$ cat config.mk
export PLATFORM = sky130hd
export DESIGN_NAME = spi_read_responder
export DESIGN_NICKNAME = d
export VERILOG_FILES = /design/src/rtl/spi_disp_pkg.sv /design/src/rtl/spi_read_responder.sv
export SDC_FILE = /design/constraint.sdc
export NUM_CORES = 1
export LEC_CHECK = 0
export CAP_MARGIN = 20
export CORE_UTILIZATION = 55
export CTS_CLUSTER_DIAMETER = 30
export DETAILED_ROUTE_END_ITERATION = 12
export PLACE_DENSITY = 0.78
export SLEW_MARGIN = 30
export SYNTH_ARGS = -nofsm -noshare
export SYNTH_HDL_FRONTEND = slang
export SYNTH_SLANG_ARGS = --single-unit
$ cat constraint.sdc
create_clock -name i_spi_clk -period 3.18 [get_ports i_spi_clk]
set_input_delay 0.795 -clock i_spi_clk [delete_from_list [all_inputs] [get_ports i_spi_clk]]
set_output_delay 0.795 -clock i_spi_clk [all_outputs]
set_load 0.02 [all_outputs]
$ cat src/rtl/spi_disp_pkg.sv
// Shared ST7735R SPI display definitions: command opcodes, read-responder
// state encoding and response lengths, used by the receive slave and the read responder.
package spi_disp_pkg;

  localparam logic [7:0] CMD_NOP     = 8'h00;
  localparam logic [7:0] CMD_SWRESET = 8'h01;
  localparam logic [7:0] CMD_RDDID   = 8'h04;
  localparam logic [7:0] CMD_RDDST   = 8'h09;
  localparam logic [7:0] CMD_RDDPM   = 8'h0A;
  localparam logic [7:0] CMD_DISPOFF = 8'h28;
  localparam logic [7:0] CMD_DISPON  = 8'h29;
  localparam logic [7:0] CMD_CASET   = 8'h2A;
  localparam logic [7:0] CMD_RASET   = 8'h2B;
  localparam logic [7:0] CMD_RAMWR   = 8'h2C;
  localparam logic [7:0] CMD_RDID1   = 8'hDA;
  localparam logic [7:0] CMD_RDID2   = 8'hDB;
  localparam logic [7:0] CMD_RDID3   = 8'hDC;

  localparam logic [1:0] CMD   = 2'd0;
  localparam logic [1:0] DUMMY = 2'd1;
  localparam logic [1:0] SHIFT = 2'd2;

  localparam logic [5:0] LEN_RDDID = 6'd24;
  localparam logic [5:0] LEN_RDDST = 6'd32;
  localparam logic [5:0] LEN_BYTE  = 6'd8;

endpackage

$ cat src/rtl/spi_read_responder.sv
// ST7735R read responder on the SPI clock: first MISO bit at posedge 9 (posedge 10 with dummy clock).
// No backpressure; the SPI master owns the clock, and CS high resets the block through i_rst_n.
module spi_read_responder
  import spi_disp_pkg::*;
#(
  parameter logic [7:0] P_ID1 = 8'h7C,
  parameter logic [7:0] P_ID2 = 8'h89,
  parameter logic [7:0] P_ID3 = 8'hF0
) (
  input  logic        i_spi_clk,
  input  logic        i_rst_n,
  input  logic        i_spi_cs,
  input  logic        i_spi_mosi,
  input  logic        i_dc,
  input  logic [31:0] i_status,
  input  logic [7:0]  i_power_mode,
  output logic        o_spi_miso,
  output logic        o_miso_oe
);

  logic [1:0]  state_q, state_d;
  logic [2:0]  bit_cnt_q, bit_cnt_d;
  logic [6:0]  shift_q, shift_d;
  logic [5:0]  remaining_q, remaining_d;
  logic [31:0] tx_q, tx_d;
  logic        miso_q;

  logic [7:0]  cmd_byte;
  logic        cmd_done;

  assign cmd_byte = {shift_q, i_spi_mosi};
  // Only command-phase bytes are decoded; data bytes are write payload.
  assign cmd_done = (state_q == CMD) && (bit_cnt_q == 3'd7) && !i_dc;

  always_ff @(posedge i_spi_clk or negedge i_rst_n) begin
    if (!i_rst_n) begin
      state_q <= CMD;
    end else begin
      state_q <= state_d;
    end
  end

  always_comb begin
    state_d = state_q;
    case (state_q)
      CMD: begin
        if (cmd_done) begin
          case (cmd_byte)
            CMD_RDDID, CMD_RDDST:                       state_d = DUMMY;
            CMD_RDDPM, CMD_RDID1, CMD_RDID2, CMD_RDID3: state_d = SHIFT;
            default:                                    state_d = CMD;
          endcase
        end
      end
      DUMMY:   state_d = SHIFT;
      SHIFT:   if (remaining_q == 6'd1) state_d = CMD;
      default: state_d = CMD;
    endcase
  end

  always_comb begin
    o_miso_oe = (state_q == SHIFT) && !i_spi_cs;
  end

  always_comb begin
    bit_cnt_d   = bit_cnt_q;
    shift_d     = shift_q;
    remaining_d = remaining_q;
    tx_d        = tx_q;
    case (state_q)
      CMD: begin
        shift_d   = cmd_byte[6:0];
        bit_cnt_d = bit_cnt_q + 3'd1;
        if (cmd_done) begin
          case (cmd_byte)
            CMD_RDDID: begin
              tx_d        = {P_ID1, P_ID2, P_ID3, 8'h00};
              remaining_d = LEN_RDDID;
            end
            CMD_RDDST: begin
              tx_d        = i_status;
              remaining_d = LEN_RDDST;
            end
            CMD_RDDPM: begin
              tx_d        = {i_power_mode, 24'h0};
              remaining_d = LEN_BYTE;
            end
            CMD_RDID1: begin
              tx_d        = {P_ID1, 24'h0};
              remaining_d = LEN_BYTE;
            end
            CMD_RDID2: begin
              tx_d        = {P_ID2, 24'h0};
              remaining_d = LEN_BYTE;
            end
            CMD_RDID3: begin
              tx_d        = {P_ID3, 24'h0};
              remaining_d = LEN_BYTE;
            end
            default: ;
          endcase
        end
      end
      DUMMY: bit_cnt_d = 3'd0;
      SHIFT: begin
        bit_cnt_d   = 3'd0;
        tx_d        = {tx_q[30:0], 1'b0};
        remaining_d = remaining_q - 6'd1;
      end
      default: bit_cnt_d = 3'd0;
    endcase
  end

  always_ff @(posedge i_spi_clk or negedge i_rst_n) begin
    if (!i_rst_n) begin
      bit_cnt_q   <= 3'd0;
      shift_q     <= 7'd0;
      remaining_q <= 6'd0;
      tx_q        <= 32'd0;
    end else begin
      bit_cnt_q   <= bit_cnt_d;
      shift_q     <= shift_d;
      remaining_q <= remaining_d;
      tx_q        <= tx_d;
    end
  end

  // Launch on the falling edge so the master sees a stable bit at its rising edge.
  always_ff @(negedge i_spi_clk or negedge i_rst_n) begin
    if (!i_rst_n) begin
      miso_q <= 1'b0;
    end else begin
      miso_q <= (state_q == SHIFT) ? tx_q[31] : 1'b0;
    end
  end

  assign o_spi_miso = miso_q;

endmodule

==> flow_summary.toml, run 1 <==
[grt]
global_route.usage.total = 0.248
number_of_antenna_violations_at_the_first_check_in_global_routing = 0
grt.overflow.total = 0
maximum_number_of_pins_on_one_net_before_global_route_repair = 51
number_of_global_route_vias_before_repair = 2180
grt_first_pass_wirelength_um = 10200

[worst_hold_path]
min_delay_path_depth = 1
timing.hold.worst_endpoint = "bit_cnt_q[0]"
hold_start = "bit_cnt_q[0]"
hold_path.class = "reg -> reg"

[cells_and_area]
final_cells = 376
layout-drive-gt1-share = 0.172
num-nets-final = 357
post_synthesis_to_final_layout_area_growth_pct = 23.4
finish.instance_area_um2 = 3400
postLayoutCoreUtil = 0.710
antenna_cells = 0

[synth]
post-synth-top-count-cell = "dfrtp_1"
synth.area.top_cells = "dfrtp_1, a32oi_1, o21ai_0"
synth_top_area_share = 0.454
warning_count_from_the_yosys_run = 0
netlist_area_um2 = 2750
synthDominantAreaCellType = "dfrtp_1"
postSynthCellCount = 262
synth_enable_flop_cells = 0
synth_top_cells_by_count = "dfrtp_1, o21ai_0, nand2_1, nor2_1, a32oi_1"
postSynthAreaPerCell_um2 = 10.5
synth_seq_area_share = 0.463
yosys.cell_types.count = 53
ys_dominant_reg_cell = "dfrtp_1"
async_reset_ff_frac = 1.00
post_synthesis_net_count = 311
register_bit_total_from_synthesis = 51

[pwr]
power.sequential.fraction = 0.457
power.density_nw_per_um2 = 646
comb_pwr_share = 0.359
p_clk_frac = 0.184
power.switching_fraction = 0.358
power.leakage_nw = 1.48
vdd_ir_drop_max_v = 0.000384
power_report.internal_total_mw = 1.41
total_switching_power_mw = 0.787

[timing]
grt_setup_unrepaired = "yes"
timing.final.ws_setup_ps = -16.7
max_slew_headroom = 0.432
final.setup_skew_ps = 6.45
final_max_slew_viol_count = 0
finalSetupViolCount = 1
finalSetupTns_ps = -16.7
tightestPinTransition_ps = 848
hold_viol_final = 0

[worst_setup_path]
crit_arrival_ps = 2400
timing.critical_path.cells = "buf_6"
cp_slowest_stage_delay_ps = 400
endpoint_kind = "primary output"
timing.critical_path.buf_inv = 1
critPathRequiredTime_ps = 2380
critical_setup_path_kind = "reg -> out"
number_of_cells_traversed_by_the_worst_register_to_register_path = 2
r2r-start = "state_q[0]"
ff2ff_setup_slack_ps = 670
cp_top_family = "flip-flops"
crit_slowest_cell = "dfrtn_1"
timing.rr.end = "o_spi_miso"
crit_fanout = 1
critPathLaunchType = "flip-flop"

[placed_design]
hpwl_um = 4270
post_detailed_placement_cell_area_um2 = 3290
gpl.final_weighted_congestion = 0.819
numPlacedInstances = 368
port_buffers = 46
dpl_worst_slack_ps = -165

[clock_tree]
numCtsBuffers = 5
cts_num_sinks = 51
ctsHtreeMaxLevel = 2
cts_hold_repair.buffers = 0
cts_tree = "yes"
post_cts_setup_buffers = 0
cts.repair.resized = 6
clk_path_buf_depth = 2
cts.clk_slew.worst_paths_ps = 90
clk_root_buffer_cell = "clkbuf_8"
clkLatencyLatePin_ps = 290

[die]
design.portCount = 47
die_width_um = 72.8
core_um2 = 4790
rows = 25
dieArea_um2 = 5290
die_outline_height_um = 72.8
floorplan.initialDensity = 0.575

[drt]
detail_route.iter0.violations = 188
detail_route.vias_per_cell = 6.04
detail_route.wl_per_cell_um = 16.4
routed-via-count = 2271
drc = 0
route.final.wire_length_um = 6170
detail_route.first_pass.iterations = 5
final_antenna_net_count = 0

[run]
timing.max_cap.violations = 0

[outcome]
run_status = "finished, violations left"
violations = "negative setup slack"
-- per-layer routing --
layer,vias up,track usage,part of all wire
met3,4,0.0373,0.058
met2,72,0.413,0.49
met1,1111,0.347,0.45
li1,1084,-,-
met5,-,0,0
met4,0,0.0501,0.0073
-- layout make-up --
cell class	count	area, um2
clock buffers	7	96.3
clock inverters	1	7.51
fillers	383	1390
inverters	3	11.3
multi-input cells	188	1370
flip-flops and latches	51	1280
well taps	67	83.8
repair buffers	59	554
-- placed cells by master (no fill, tap or decap), types with 4 or more instances in the layout --
cell type,instances
a22oi_1,11
clkbuf_8,7
ha_1,4
a32oi_1,16
buf_4,13
a21oi_1,12
nand2_1,19
mux2_2,9
nor2_1,18
o22a_1,5
o21ai_0,25
o31ai_1,5
clkdlybuf4s50_1,44
a2bb2oi_2,7
dfrtp_1,50
nor3_1,4
-- stage by stage --
step           hold slack (ps)  power [mW]
2_1_floorplan              408        1.55
3_3_place_gp               433        1.76
3_5_place_dp               424        1.80
4_1_cts                    445        2.21
5_1_grt                    466        2.33
6_report                   442        2.20
-- flip-flops by register name (all words and copies together), names as in the netlist --
register and cells:
remaining_q 6, state_q 2, tx_q 32, shift_q 7
o_spi_miso 1, bit_cnt_q 3
-- power groups by stage --
stage	combinational, mW	sequential (mW)	clock [mW]
3_3_place_gp	0.761	1.00	0
3_5_place_dp	0.789	1.01	0
6_report	0.788	1.00	0.405
2_1_floorplan	0.599	0.954	0
4_1_cts	0.792	1.00	0.414
5_1_grt	0.878	1.03	0.428
-- worst max-delay path by stage --
stage	startpoint	endpoint	slack (ps)	depth (start not counted)
after CTS	o_spi_miso	o_spi_miso	-20	1
after global routing	o_spi_miso	o_spi_miso	-40	1
after global placement	o_spi_miso	o_spi_miso	-160	1
after floorplan	state_q[1]	o_spi_miso	40	5
final	o_spi_miso	o_spi_miso	-20	1
after detailed placement	o_spi_miso	o_spi_miso	-160	1
-- logic make-up (layout without fill, tap and decap cells) --
kind of cell,Yosys count,count (layout),share of synthesized area
buf+inv,23,70,0.0400
simple gates,76,76,0.168
fa+ha+maj,4,4,0.0182
compound gates,98,98,0.271
xor+xnor,1,1,0.00318
flops,51,51,0.463
mux,9,9,0.0368
(Power assumes the default switching activity.)
==> run 2, diff against run 1 <==
--- a/config.mk
+++ b/config.mk
@@ -10,5 +10,5 @@
 export CTS_CLUSTER_DIAMETER = 30
 export DETAILED_ROUTE_END_ITERATION = 12
-export PLACE_DENSITY = 0.78
+export PLACE_DENSITY = 0.86
 export SLEW_MARGIN = 30
 export SYNTH_ARGS = -nofsm -noshare
==> constraint.sdc (replaced) <==
create_clock -name i_spi_clk -period 3.18 [get_ports i_spi_clk]
set_input_delay 0.636 -clock i_spi_clk [delete_from_list [all_inputs] [get_ports i_spi_clk]]
set_output_delay 0.636 -clock i_spi_clk [all_outputs]
set_load 0.02 [all_outputs]
==> run 2 against run 1 <==
  * The run now ends clean
  * Critical path depth unchanged
  * Flip-flop and latch count unchanged
  * First-iteration DRC count down 46%
  * Largest power group unchanged
==> flow_summary.toml, run 2 (same netlist as run 1, synthesis figures left out) <==
[pwr]
power.leakage_nw = 1.47
vdd_ir_drop_max_v = 0.000388
power_mw = 2.25
power.density_nw_per_um2 = 666

[clock_tree]
clk_path_buf_depth = 2
cts.repair.resized = 4
numCtsBuffers = 5
cts_tree = "yes"
ctsHtreeMaxLevel = 2
clkLatencyLatePin_ps = 300
clk_root_buffer_cell = "clkbuf_8"
cts_num_sinks = 51
cts_hold_repair.buffers = 0
post_cts_setup_buffers = 0
cts.clk_slew.worst_paths_ps = 90

[die]
design.portCount = 47
dieArea_um2 = 5290
die_outline_height_um = 72.8
floorplan.initialDensity = 0.575
rows = 25
die_width_um = 72.8
core_um2 = 4790

[grt]
maximum_number_of_pins_on_one_net_before_global_route_repair = 51
grt.overflow.total = 0
grt_first_pass_wirelength_um = 10200
number_of_antenna_violations_at_the_first_check_in_global_routing = 0
number_of_global_route_vias_before_repair = 2198
global_route.usage.total = 0.253

[worst_setup_path]
timing.critical_path.buf_inv = 1
timing.critical_path.cells = "buf_2"
timing.rr.end = "o_spi_miso"
ff2ff_setup_slack_ps = 620
critPathLaunchType = "flip-flop"
endpoint_kind = "primary output"
crit_arrival_ps = 2470
cp_slowest_stage_delay_ps = 410
crit_slowest_cell = "dfrtn_1"
setup.worst_path.start = "o_spi_miso"
critPathRequiredTime_ps = 2540
cp_top_family = "flip-flops"
r2r-start = "state_q[0]"
crit_fanout = 1
critical_setup_path_kind = "reg -> out"
number_of_cells_traversed_by_the_worst_register_to_register_path = 2

[cells_and_area]
most-common-layout-cells = "dfrtp_1, clkdlybuf4s50_1, o21ai_0"
post_synthesis_to_final_layout_area_growth_pct = 22.8
top_regs = "tx_q x32, shift_q x7, remaining_q x6"
largest_reg_flops = 32
num-nets-final = 353
layout_commonest_cell = "dfrtp_1"
antenna_cells = 0
largest_register = "tx_q"
layout-drive-gt1-share = 0.161

[drt]
detail_route.vias_per_cell = 6.07
detail_route.iter0.violations = 101
routed-via-count = 2258
drc = 0
detail_route.wl_per_cell_um = 16.7
route.final.wire_length_um = 6210
detail_route.first_pass.iterations = 4
final_antenna_net_count = 0

[timing]
grt_setup_unrepaired = "no"
hold_viol_final = 0
finalSetupViolCount = 0
final_max_slew_viol_count = 0
max_slew_headroom = 0.590
final.setup_skew_ps = 5.76
finalSetupTns_ps = 0
tightestPinTransition_ps = 612

[placed_design]
hpwl_um = 4270
gpl.final_weighted_congestion = 0.801
port_buffers = 46

[worst_hold_path]
hold_path.class = "reg -> reg"
min_delay_path_depth = 1
timing.hold.worst_endpoint = "bit_cnt_q[0]"
hold_start = "bit_cnt_q[0]"

[run]
timing.max_cap.violations = 0

[outcome]
run_status = "finished clean"
-- run 2: changes by cell type in the layout (fill, tap and decap cells not counted), sizes merged --
cell / change
clkbuf: -1
clkinvlp: -1
buf: -4
inv: +1
bufinv: +1
-- run 2: how the worst max path moves through the flow --
stage                      end  cells after the start
floorplan           o_spi_miso                      5
global placement    o_spi_miso                      1
detailed placement  o_spi_miso                      1
CTS                 o_spi_miso                      1
global route        o_spi_miso                      1
finish              o_spi_miso                      1
-- run 2: metrics by stage --
stage / hold WS (ps) / setup slack [ps] / cell area (um2) / std cells / utilization
2_1_floorplan: 340 / 39.4 / 2750 / 262 / -
3_3_place_gp: 428 / -1.29 / 3260 / 364 / 0.682
3_5_place_dp: 423 / -26.6 / 3260 / 364 / 0.682
4_1_cts: 443 / 80.5 / 3380 / 372 / 0.706
5_1_grt: 467 / 65.1 / 3380 / 372 / 0.706
6_report: 438 / 78.3 / 3380 / 372 / 0.706
-- run 2: power by group --
group          leakage, nW  internal (mW)  switching (mW)  total (mW)
combinational        0.746          0.366           0.409       0.775
clock               0.0618          0.259           0.215       0.474
sequential           0.663          0.834           0.169        1.00
-- run 2: final cells by class --
class	instances	area [um2]
Timing Repair Buffer	55	518
Inverter	3	11.3
Tap cell	67	83.8
Multi-Input combinational cell	188	1370
Clock inverter	2	38.8
Clock buffer	6	82.6
Sequential cell	51	1280
Fill cell	360	1410
-- run 2: layer usage --
metal	wire [um]	track usage	part of all wire	vias up
met5	0	0	0	-
met4	116	0.0893	0.019	0
met3	287	0.0318	0.046	12
met2	3050	0.426	0.49	78
met1	2760	0.340	0.44	1085
li1	-	-	-	1083
